[config.mk]
export PLATFORM = sky130hd
export DESIGN_NAME = sound_queue
export DESIGN_NICKNAME = d
export VERILOG_FILES = /design/src/rtl/sound_pkg.sv /design/src/rtl/sound_fifo.sv /design/src/rtl/sound_queue.sv
export SDC_FILE = /design/constraint.sdc
export NUM_CORES = 1
export LEC_CHECK = 0
export ABC_AREA = 0
export BUFFER_PORTS_ARGS = -buffer_cell sky130_fd_sc_hd__buf_4
export CORE_MARGIN = 1.5
export CORE_UTILIZATION = 45
export CTS_BUF_LIST = sky130_fd_sc_hd__clkbuf_16
export DETAILED_ROUTE_END_ITERATION = 10
export SLEW_MARGIN = 30
export SYNTH_ARGS = -nofsm -noshare
export SYNTH_HDL_FRONTEND = slang
export SYNTH_SLANG_ARGS = --single-unit
export TNS_END_PERCENT = 50
[constraint.sdc]
create_clock -name clk -period 3.15 [get_ports clk]
set_input_delay 0 -clock clk [delete_from_list [all_inputs] [get_ports clk]]
set_output_delay 0 -clock clk [all_outputs]
set_load 0.02 [all_outputs]
[src/rtl/sound_pkg.sv]
// Shared field positions, types and helpers for the sound request queue.
package sound_pkg;

  localparam int TOG_BIT  = 11;
  localparam int HOLD_MSB = 10;
  localparam int HOLD_LSB = 7;
  localparam int NOTE_MSB = 6;

  localparam logic [6:0] NOTE_SILENT = 7'd0;

  typedef enum logic [1:0] {
    IDLE = 2'd0,
    PLAY = 2'd1,
    GAP  = 2'd2
  } sq_state_t;

  typedef struct packed {
    logic [3:0] hold;
    logic [6:0] note;
  } sq_entry_t;

  // A hold field of zero still plays for one unit.
  function automatic logic [3:0] eff_hold(input logic [3:0] h);
    return (h == 4'd0) ? 4'd1 : h;
  endfunction

endpackage

[src/rtl/sound_fifo.sv]
// Synchronous DEPTH-entry request FIFO with flush; a push while full is only
// accepted when a pop happens in the same cycle.
module sound_fifo
  import sound_pkg::*;
#(
  parameter  int DEPTH = 8,
  localparam int CW    = $clog2(DEPTH + 1),
  localparam int AW    = $clog2(DEPTH)
) (
  input  logic          clk,
  input  logic          reset_b,
  input  logic          push,
  input  logic          pop,
  input  logic          flush,
  input  sq_entry_t     wr_data,
  output sq_entry_t     rd_data,
  output logic          full,
  output logic          empty,
  output logic [CW-1:0] count
);

  sq_entry_t     mem_q [DEPTH];
  logic [AW-1:0] wr_ptr_q;
  logic [AW-1:0] rd_ptr_q;
  logic [CW-1:0] count_q;
  logic          w_do_push;
  logic          w_do_pop;

  assign full      = (count_q == CW'(DEPTH));
  assign empty     = (count_q == '0);
  assign count     = count_q;
  assign rd_data   = mem_q[rd_ptr_q];
  assign w_do_pop  = pop && !empty;
  assign w_do_push = push && (!full || w_do_pop) && !flush;

  always_ff @(posedge clk) begin
    if (w_do_push) begin
      mem_q[wr_ptr_q] <= wr_data;
    end
  end

  always_ff @(posedge clk or negedge reset_b) begin
    if (!reset_b) begin
      wr_ptr_q <= '0;
      rd_ptr_q <= '0;
      count_q  <= '0;
    end else if (flush) begin
      wr_ptr_q <= '0;
      rd_ptr_q <= '0;
      count_q  <= '0;
    end else begin
      if (w_do_push) wr_ptr_q <= wr_ptr_q + AW'(1);
      if (w_do_pop)  rd_ptr_q <= rd_ptr_q + AW'(1);
      case ({w_do_push, w_do_pop})
        2'b10:   count_q <= count_q + CW'(1);
        2'b01:   count_q <= count_q - CW'(1);
        default: count_q <= count_q;
      endcase
    end
  end

endmodule

[src/rtl/sound_queue.sv]
// Sound request queue: detects toggled sound_sel requests, buffers them and
// plays each for hold*UNIT_TICKS ticks plus a silent gap. Option macro: SOUND_QUEUE_PRIORITY_EN.
module sound_queue
  import sound_pkg::*;
#(
  parameter int         DEPTH      = 8,
  parameter int         CLK_HZ     = 40000000,
  parameter int         TICK_HZ    = 1000,
  parameter int         UNIT_TICKS = 32,
  parameter int         GAP_TICKS  = 10,
  parameter logic [6:0] PRIO_BASE  = 7'd64
) (
  input  logic                         clk,
  input  logic                         reset_b,
  input  logic [11:0]                  sound_sel,
  input  logic                         clr_ovf,
  output logic [6:0]                   play_sel,
  output logic                         play_active,
  output logic [$clog2(DEPTH+1)-1:0]   fifo_count,
  output logic                         overflow
);

  localparam int DIV  = CLK_HZ / TICK_HZ;
  localparam int PW   = (DIV > 1) ? $clog2(DIV) : 1;
  localparam int DMAX = (15 * UNIT_TICKS > GAP_TICKS) ? 15 * UNIT_TICKS : GAP_TICKS;
  localparam int DW   = $clog2(DMAX + 1);

  function automatic logic [DW-1:0] play_ticks(input logic [3:0] h);
    return DW'(eff_hold(h)) * DW'(UNIT_TICKS);
  endfunction

  logic [11:0]   s1_q, s2_q, s3_q;
  logic [2:0]    fill_q;
  logic          armed_q, last_tog_q;
  sq_state_t     state_q, state_d;
  logic [DW-1:0] dur_q, dur_d;
  logic [PW-1:0] pre_q, pre_d;
  logic [6:0]    play_sel_q, play_sel_d;
  logic          play_active_q, play_active_d;
  logic          overflow_q;

  logic          w_stable, w_new, w_prio, w_push, w_pop, w_tick;
  logic          w_full, w_empty;
  sq_entry_t     w_req, w_head;

  // s3 only holds a genuine input sample once the pipe has filled after reset.
  assign w_stable = fill_q[2] && (s2_q == s3_q);
  assign w_new    = armed_q && w_stable && (s3_q[TOG_BIT] != last_tog_q);
  assign w_req    = '{hold: s3_q[HOLD_MSB:HOLD_LSB], note: s3_q[NOTE_MSB:0]};

`ifdef SOUND_QUEUE_PRIORITY_EN
  assign w_prio = w_new && (w_req.note >= PRIO_BASE);
`else
  logic unused_prio;
  assign w_prio      = 1'b0;
  assign unused_prio = ^PRIO_BASE;
`endif

  assign w_push = w_new && !w_prio;
  assign w_tick = (pre_q == PW'(DIV - 1));

  always_ff @(posedge clk or negedge reset_b) begin
    if (!reset_b) begin
      s1_q       <= '0;
      s2_q       <= '0;
      s3_q       <= '0;
      fill_q     <= '0;
      armed_q    <= 1'b0;
      last_tog_q <= 1'b0;
    end else begin
      s1_q   <= sound_sel;
      s2_q   <= s1_q;
      s3_q   <= s2_q;
      fill_q <= {fill_q[1:0], 1'b1};
      if (!armed_q && w_stable) begin
        armed_q    <= 1'b1;
        last_tog_q <= s3_q[TOG_BIT];
      end else if (w_new) begin
        last_tog_q <= s3_q[TOG_BIT];
      end
    end
  end

  sound_fifo #(.DEPTH(DEPTH)) u_fifo (
    .clk     (clk),
    .reset_b (reset_b),
    .push    (w_push),
    .pop     (w_pop),
    .flush   (w_prio),
    .wr_data (w_req),
    .rd_data (w_head),
    .full    (w_full),
    .empty   (w_empty),
    .count   (fifo_count)
  );

  always_comb begin
    state_d       = state_q;
    dur_d         = dur_q;
    pre_d         = w_tick ? '0 : pre_q + PW'(1);
    play_sel_d    = play_sel_q;
    play_active_d = play_active_q;
    w_pop         = 1'b0;
    unique case (state_q)
      IDLE: begin
        pre_d = '0;
        if (!w_empty) begin
          w_pop         = 1'b1;
          state_d       = PLAY;
          dur_d         = play_ticks(w_head.hold);
          play_sel_d    = w_head.note;
          play_active_d = 1'b1;
        end
      end
      PLAY: begin
        if (w_tick) begin
          if (dur_q <= DW'(1)) begin
            state_d       = GAP;
            dur_d         = DW'(GAP_TICKS);
            play_sel_d    = NOTE_SILENT;
            play_active_d = 1'b0;
          end else begin
            dur_d = dur_q - DW'(1);
          end
        end
      end
      GAP: begin
        if (w_tick) begin
          if (dur_q <= DW'(1)) begin
            if (!w_empty) begin
              w_pop         = 1'b1;
              state_d       = PLAY;
              dur_d         = play_ticks(w_head.hold);
              play_sel_d    = w_head.note;
              play_active_d = 1'b1;
            end else begin
              state_d = IDLE;
            end
          end else begin
            dur_d = dur_q - DW'(1);
          end
        end
      end
      default: state_d = IDLE;
    endcase
    // A priority capture overrides whatever the FSM was doing.
    if (w_prio) begin
      w_pop         = 1'b0;
      state_d       = PLAY;
      dur_d         = play_ticks(w_req.hold);
      play_sel_d    = w_req.note;
      play_active_d = 1'b1;
      pre_d         = '0;
    end
  end

  always_ff @(posedge clk or negedge reset_b) begin
    if (!reset_b) begin
      state_q       <= IDLE;
      dur_q         <= '0;
      pre_q         <= '0;
      play_sel_q    <= NOTE_SILENT;
      play_active_q <= 1'b0;
      overflow_q    <= 1'b0;
    end else begin
      state_q       <= state_d;
      dur_q         <= dur_d;
      pre_q         <= pre_d;
      play_sel_q    <= play_sel_d;
      play_active_q <= play_active_d;
      if (w_push && w_full && !w_pop) overflow_q <= 1'b1;
      else if (clr_ovf)               overflow_q <= 1'b0;
    end
  end

  assign play_sel    = play_sel_q;
  assign play_active = play_active_q;
  assign overflow    = overflow_q;

endmodule
=== Word-level counts from Yosys, hierarchy flattened ===
Memories as Yosys holds them, arrays and structs flattened.
Cells that the tools add are included.

* Bits in writable memories: 88
* Bits of input ports: 15
* Output and inout bits: 13
* Memories kept: 1
* Logic and storage cells: 98
* Flip-flop bits (word level): 87

{| class="wikitable"
|+ Memories
! name !! words !! bits a word !! rd ports !! clocked after Yosys merged registers in !! wr ports !! line !! source
|-
| u_fifo.mem_q || 8 || 11 || 1 || 0 || 1 || sound_fifo.sv:22 || <nowiki>sq_entry_t mem_q [DEPTH];</nowiki>
|}

* Reduce and logical (&&, ||, !) cells: 23
* Add/subtract/negate cells: 6
* Muxes and demuxes: 39
* Order comparisons: 1
* Equality and inequality tests: 13

{| class="wikitable"
|+ Operator list
! operator !! number
|-
| $mux 9 || 5
|-
| $mux 7 || 5
|-
| $mux 16 || 2
|-
| $pmux 9 s3 || 1
|-
| $pmux 7 s3 || 1
|-
| $add 16x1->16 const B || 1
|-
| $eq 16x16->1 const B || 1
|-
| $mux 1 || 15
|-
| $eq 12x12->1 || 1
|-
| $mux 2 || 5
|-
| $ne 2x2->1 const B || 5
|-
| $reduce_and 5->1 || 2
|-
| $le 9x1->1 const B || 1
|-
| $sub 9x1->9 const B || 1
|-
| $logic_and 1x1->1 || 8
|-
| $logic_not 4->1 || 2
|-
| $pmux 4 s2 || 1
|-
| $add 3x1->3 const B || 2
|-
| $pmux 2 s3 || 1
|-
| $reduce_bool 2->1 || 3
|-
| $add 4x1->4 const B || 1
|-
| $eq 2x1->1 const B || 2
|-
| $eq 2x2->1 const B || 2
|-
| $eq 4x4->1 const B || 1
|-
| 10 further kinds || 13
|}

=== Depth between registers and ports, before layout ===
* Depth in word-level cells: 10
* Depth in mapped cells: 11
* Gate-level depth less buffers: 11

=== Hierarchy ===
A second synthesis with hierarchy kept.

* Cell total of the unflattened synthesis: 481
* Area total of the unflattened synthesis: 7,297.0 um^2

{| class="wikitable"
|+ Modules (own cells, without submodules)
! module !! cells each !! area each (um^2) !! times used
|-
| sound_fifo || 203 || 4,000.1 || 1
|-
| sound_queue || 278 || 3,296.9 || 1
|}

=== Least setup slack after synthesis ===
No wires, ideal clock.

* Path type: reg2reg
* Start: register s3_q[4]
* End: memory u_fifo.mem_q[1][0] (netlist bit) (enable)
* Stages on the path, launching flop included: 7
* Setup slack: 0.408 ns
* Data required time: 2.757 ns
* Library setup time: 0.393 ns
* Period minus slack after synthesis: 2.742 ns
* Arrival time: 2.349 ns
* Cell sequence: dfrtp_1 xnor2_2 nand4_1 or4_1 nor2_1 nand3b_1 nor3_1

* Longest elaborated chain between the ends: 7

{| class="wikitable"
|+ Ends and longest elaborated chain
! element !! line !! source
|-
| start: declaration || sound_queue.sv:32 || <nowiki>logic [11:0] s1_q, s2_q, s3_q;</nowiki>
|-
| start signal: assignment || sound_queue.sv:73 || <nowiki>s3_q <= s2_q;</nowiki>
|-
| $eq 12x12->1 || sound_queue.sv:47 || <nowiki>assign w_stable = fill_q[2] && (s2_q == s3_q);</nowiki>
|-
| $logic_and 1x1->1 || sound_queue.sv:47 ||
|-
| $logic_and 1x1->1 (2 in a row) || sound_queue.sv:48 || <nowiki>assign w_new = armed_q && w_stable && (s3_q[TOG_BIT] != last_tog_q);</nowiki>
|-
| $logic_and 1x1->1 || sound_fifo.sv:34 || <nowiki>assign w_do_push = push && (!full || w_do_pop) && !flush;</nowiki>
|-
| $mux 1 || sound_fifo.sv:37 || <nowiki>if (w_do_push) begin</nowiki>
|-
| $mux 1 (implied by the code) || sound_fifo.sv:38 || <nowiki>mem_q[wr_ptr_q] <= wr_data;</nowiki>
|-
| end: declaration || sound_fifo.sv:22 ||
|}

No other way between the ends.

=== Worst setup path after layout ===
* Start: register pre_q[0]
* End: memory u_fifo.mem_q[4][9] (netlist bit) (enable)

* Longest elaborated chain between the ends: 8

{| class="wikitable"
|+ Ends and longest elaborated chain
! element !! line !! source
|-
| start: declaration || sound_queue.sv:37 || <nowiki>logic [PW-1:0] pre_q, pre_d;</nowiki>
|-
| start signal: assignment || sound_queue.sv:168 || <nowiki>pre_q <= pre_d;</nowiki>
|-
| $eq 16x16->1 || sound_queue.sv:60 || <nowiki>assign w_tick = (pre_q == PW'(DIV - 1));</nowiki>
|-
| $mux 1 || sound_queue.sv:128 || <nowiki>if (w_tick) begin</nowiki>
|-
| $pmux 1 s2 || sound_queue.sv:104 || <nowiki>unique case (state_q)</nowiki>
|-
| $logic_and 1x1->1 || sound_fifo.sv:33 || <nowiki>assign w_do_pop = pop && !empty;</nowiki>
|-
| $logic_or 1x1->1 || sound_fifo.sv:34 ||
|-
| $logic_and 1x1->1 || sound_fifo.sv:34 ||
|-
| $mux 1 || sound_fifo.sv:37 ||
|-
| $mux 1 (implied by the code) || sound_fifo.sv:38 ||
|}

No other way between the ends.

==> summary.md <==
| Metric | Value |
|---|---|
| Reg2reg start | `pre_q[0]$_DFF_PN0_` |
| Met3 Use GR | `~4.0%` |
| Final setup TNS | `0 ps` |
| Met1 Usage GRT | `between 20% and 30%` |
| M2 GR Usage | `approximately 29%` |
| Area post-placement | `7630 um2` |
| Antenna viol nets, final | `0` |
| Final WL | `13.1 mm` |
| Internal cell power | `roughly 0.0046 W` |
| Crit end category | `flip-flop` |
| Post-Syn Area | `between 7000 and 8000 um2` |
| Post-Syn Area per Cell | `around 15 um2` |
| Asr flop ratio synth | `roughly half` |
| Tmin final | `around 2800 ps` |
| Die footprint | `about 17000 um2` |
| DPL Wire Length | `about 9 mm` |
| Placed Instances | `710` |
| Drt pass-1 iters | `4` |
| IO Port Bufs | `27` |
| Data arrival time of the worst path | `a little under 3000 ps` |
| Sw Pwr | `~0.0023 W` |
| Register share of total power | `between 40% and 50%` |
| Gr busiest metal | `met2` |
| CP startpoint kind | `flip-flop` |
| Post-Synth Adder-Cell Area | `around 1.9%` |
| DR DRC count | `0` |
| Switching share of total power | `about a third` |
| Latest clock arrival within the worst-skew pair | `430 ps` |
| Die Wd | `~130 um` |
| Simple-gate share of the synthesized area | `10.3%` |
| Initial Utilization | `between 40% and 50%` |
| Top Ports | `28` |
| Worst-margin pin slew | `~650 ps` |
| Via count | `3990` |
| Final hold vios | `0` |
| Compound-cell area share of the yosys netlist | `~5.6%` |
| Layout Nets | `~560` |
| Remaining global-route overflow | `0` |
| # diodes | `0` |
| Clock slew at reported path FFs | `about 70 ps` |
| Unrepaired setup endpoints after global routing | `no` |
| GRT Total Usage | `between 15 and 20%` |
| CTS root buf | `clkbuf_16` |
| Chip height | `about 130 um` |
| Inserted Clock Buffers | `17` |
| Synth cell types | `63` |
| Max Cap Violations | `0` |
| Slew Limit Fails | `0` |
| Setup violators final | `0` |
| Commonest non-fill, non-tap cells in the layout | `edfxtp_1 (88), dfrtp_1 (87), buf_4 (43)` |
| Antenna violations before repair | `0` |
| Syn_nets | `492` |
| Wire length per cell | `roughly 17 um` |
| Post-synthesis mux area share | `between 9 and 10%` |
| Cell Rows | `45` |
| Post-CTS Setup Bufs | `0` |
| EDFF count, synth | `88` |
| H-tree levels | `4` |
| Area delta synth->final | `17.4%` |
| HP Class | `in2async` |
| Logic pwr share | `roughly 30%` |
| Peak Freq | `0.356 GHz` |
| Commonest non-fill, non-tap cell in the layout | `edfxtp_1` |
| Post-synthesis sequential area ratio | `roughly two thirds` |
| Peak supply drop | `~0.00040 V` |
| PwrDens | `825 nW/um2` |
| Critical Path Fanout Max | `11` |
| Kind of critical path | `reg2reg` |
| Synth Flop Type | `edfxtp_1` |
| Status | `completed` |
| Final cell count without fillers | `roughly 760` |
| Design Power | `0.00689 W` |
| Post-synthesis sequential element count | `approximately 180` |
| Synth warnings | `0` |
| Buffer depth of the longest clock path | `2` |
| Vias/cell | `5.28` |
| Number of cells produced by synthesis | `~470` |
| Vias in the first global route | `~4100` |
| Clock power share | `between 20% and 30%` |
| Cts hold-fix bufs | `14` |
| Initial drt markers | `approximately 370` |
| Resized cells post-CTS | `0` |
| Largest net degree at the start of global routing | `42` |
| Skew final | `about 14 ps` |
| Core ar. | `~15000 um2` |
| CTS tree | `built` |
| Static leakage | `~3.2 nW` |
| Tcrit/Tclk final | `between 80% and 90%` |
| Reg2reg setup slack | `340 ps` |
| Largest family of logic cells by synthesized area | `simple AND/OR/NAND/NOR gates` |
| Synth Area in XOR/XNOR | `approximately 3.8%` |
| Critical Path RT | `around 3300 ps` |
| GPL Wtd Cong | `0.835` |
| Relative slew slack | `between 50% and 60%` |
| Crit path from | `pre_q[0]$_DFF_PN0_` |
| Final instance area | `about 8300 um2` |
| Layout cells sized above 1 | `a little under a quarter` |
| First-pass GRT wire length | `between 20 and 25 mm` |
| Clk sinks | `about 180` |
-- metal layers --
metal | wire (um) | part of all wire (%) | up-vias
met4 | 123 | 0.94 | 0
met5 | 0 | 0 | -
li1 | - | - | 1875
met1 | 5830 | 44 | 2029
met2 | 6710 | 51 | 76
met3 | 444 | 3.4 | 10
-- sequential cells by signal (all words and copies together) (netlist names), 2 cells and up --
name / cells
u_fifo.rd_ptr_q: 3
s2_q: 12
dur_q: 9
u_fifo.mem_q: 88
state_q: 2
s3_q: 12
u_fifo.wr_ptr_q: 3
s1_q: 12
u_fifo.count: 4
play_sel: 7
fill_q: 3
pre_q: 16
-- synth_stat cells, types with 3 or more instances --
| master | instances | area share, % |
|---|---|---|
| nor3_1 | 8 | 0.56 |
| a21oi_1 | 11 | 0.77 |
| mux2i_1 | 9 | 1.3 |
| a21o_1 | 3 | 0.32 |
| nand2_1 | 33 | 1.7 |
| o21ai_0 | 21 | 1.5 |
| xor2_1 | 12 | 1.5 |
| nand4_1 | 10 | 0.88 |
| dfrtp_1 | 87 | 31 |
| nand3_1 | 11 | 0.77 |
| mux2_2 | 6 | 0.95 |
| ha_1 | 11 | 1.9 |
| xnor2_1 | 17 | 2.1 |
| or4_1 | 4 | 0.42 |
| edfxtp_1 | 88 | 37 |
| o31ai_1 | 8 | 0.84 |
| nor2_1 | 36 | 1.9 |
| nand2b_1 | 4 | 0.35 |
| inv_1 | 9 | 0.48 |
| clkbuf_1 | 3 | 0.16 |
| mux4_2 | 22 | 7.0 |
-- power groups by stage --
stage / registers, W / clock network [W] / logic, W
2_1_floorplan: 0.00289 / 0 / 0.00147
3_3_place_gp: 0.00289 / 0 / 0.00198
3_5_place_dp: 0.00291 / 0 / 0.00201
4_1_cts: 0.00287 / 0.00206 / 0.00204
5_1_grt: 0.00290 / 0.00215 / 0.00224
6_report: 0.00286 / 0.00201 / 0.00201
-- worst max-delay path: stages, from the launching register on --
cell,delay [ps]
dfrtp_1,410
ha_1,280
and3b_2,240
nand4_4,150
o21ai_0,470
nor2_1,120
or4_4,470
nor2_1,120
buf_4,230
-- path summary, 6_finish.rpt --
kind / end / cells after the start
worst max register to register: u_fifo.mem_q[4][9]$_DFFE_PP_ / 8
worst max-delay path: u_fifo.mem_q[4][9]$_DFFE_PP_ / 8
worst min register to register: s2_q[7]$_DFF_PN0_ / 0
max in group asynchronous: dur_q[3]$_DFFE_PN0P_ / 3
min in group clk: s1_q[11]$_DFF_PN0_ / 2
worst min-delay path: u_fifo.count[2]$_DFFE_PN0P_ / 2
-- kinds of logic after synthesis --
family | count (synthesis)
AOI/OAI and AO/OA | 61
and+or+nand+nor | 132
buffers and inverters | 19
DFF | 175
muxes | 37
other | 1
xor gates and xnor gates | 30
adders and majority gates | 11
-- final cells by class --
type | instances | area [um2]
fillers | 1255 | 6970
flip-flops and latches | 175 | 4820
multi-input cells | 272 | 2190
repair buffers | 57 | 463
clock buffers | 18 | 450
well taps | 211 | 264
clock inverters | 14 | 120
inverters | 9 | 33.8
-- stage by stage --
stage / utilization [%] / setup WS, ps / hold WS (ps)
after floorplan: - / 408 / -296
after global placement: 49.9 / 443 / 6.04
after detailed placement: 49.9 / 367 / 13.7
after CTS: 54.5 / 346 / 94.9
after global routing: 54.5 / 125 / 140
final: 54.5 / 338 / 93.6
(Power assumes the default switching activity.)
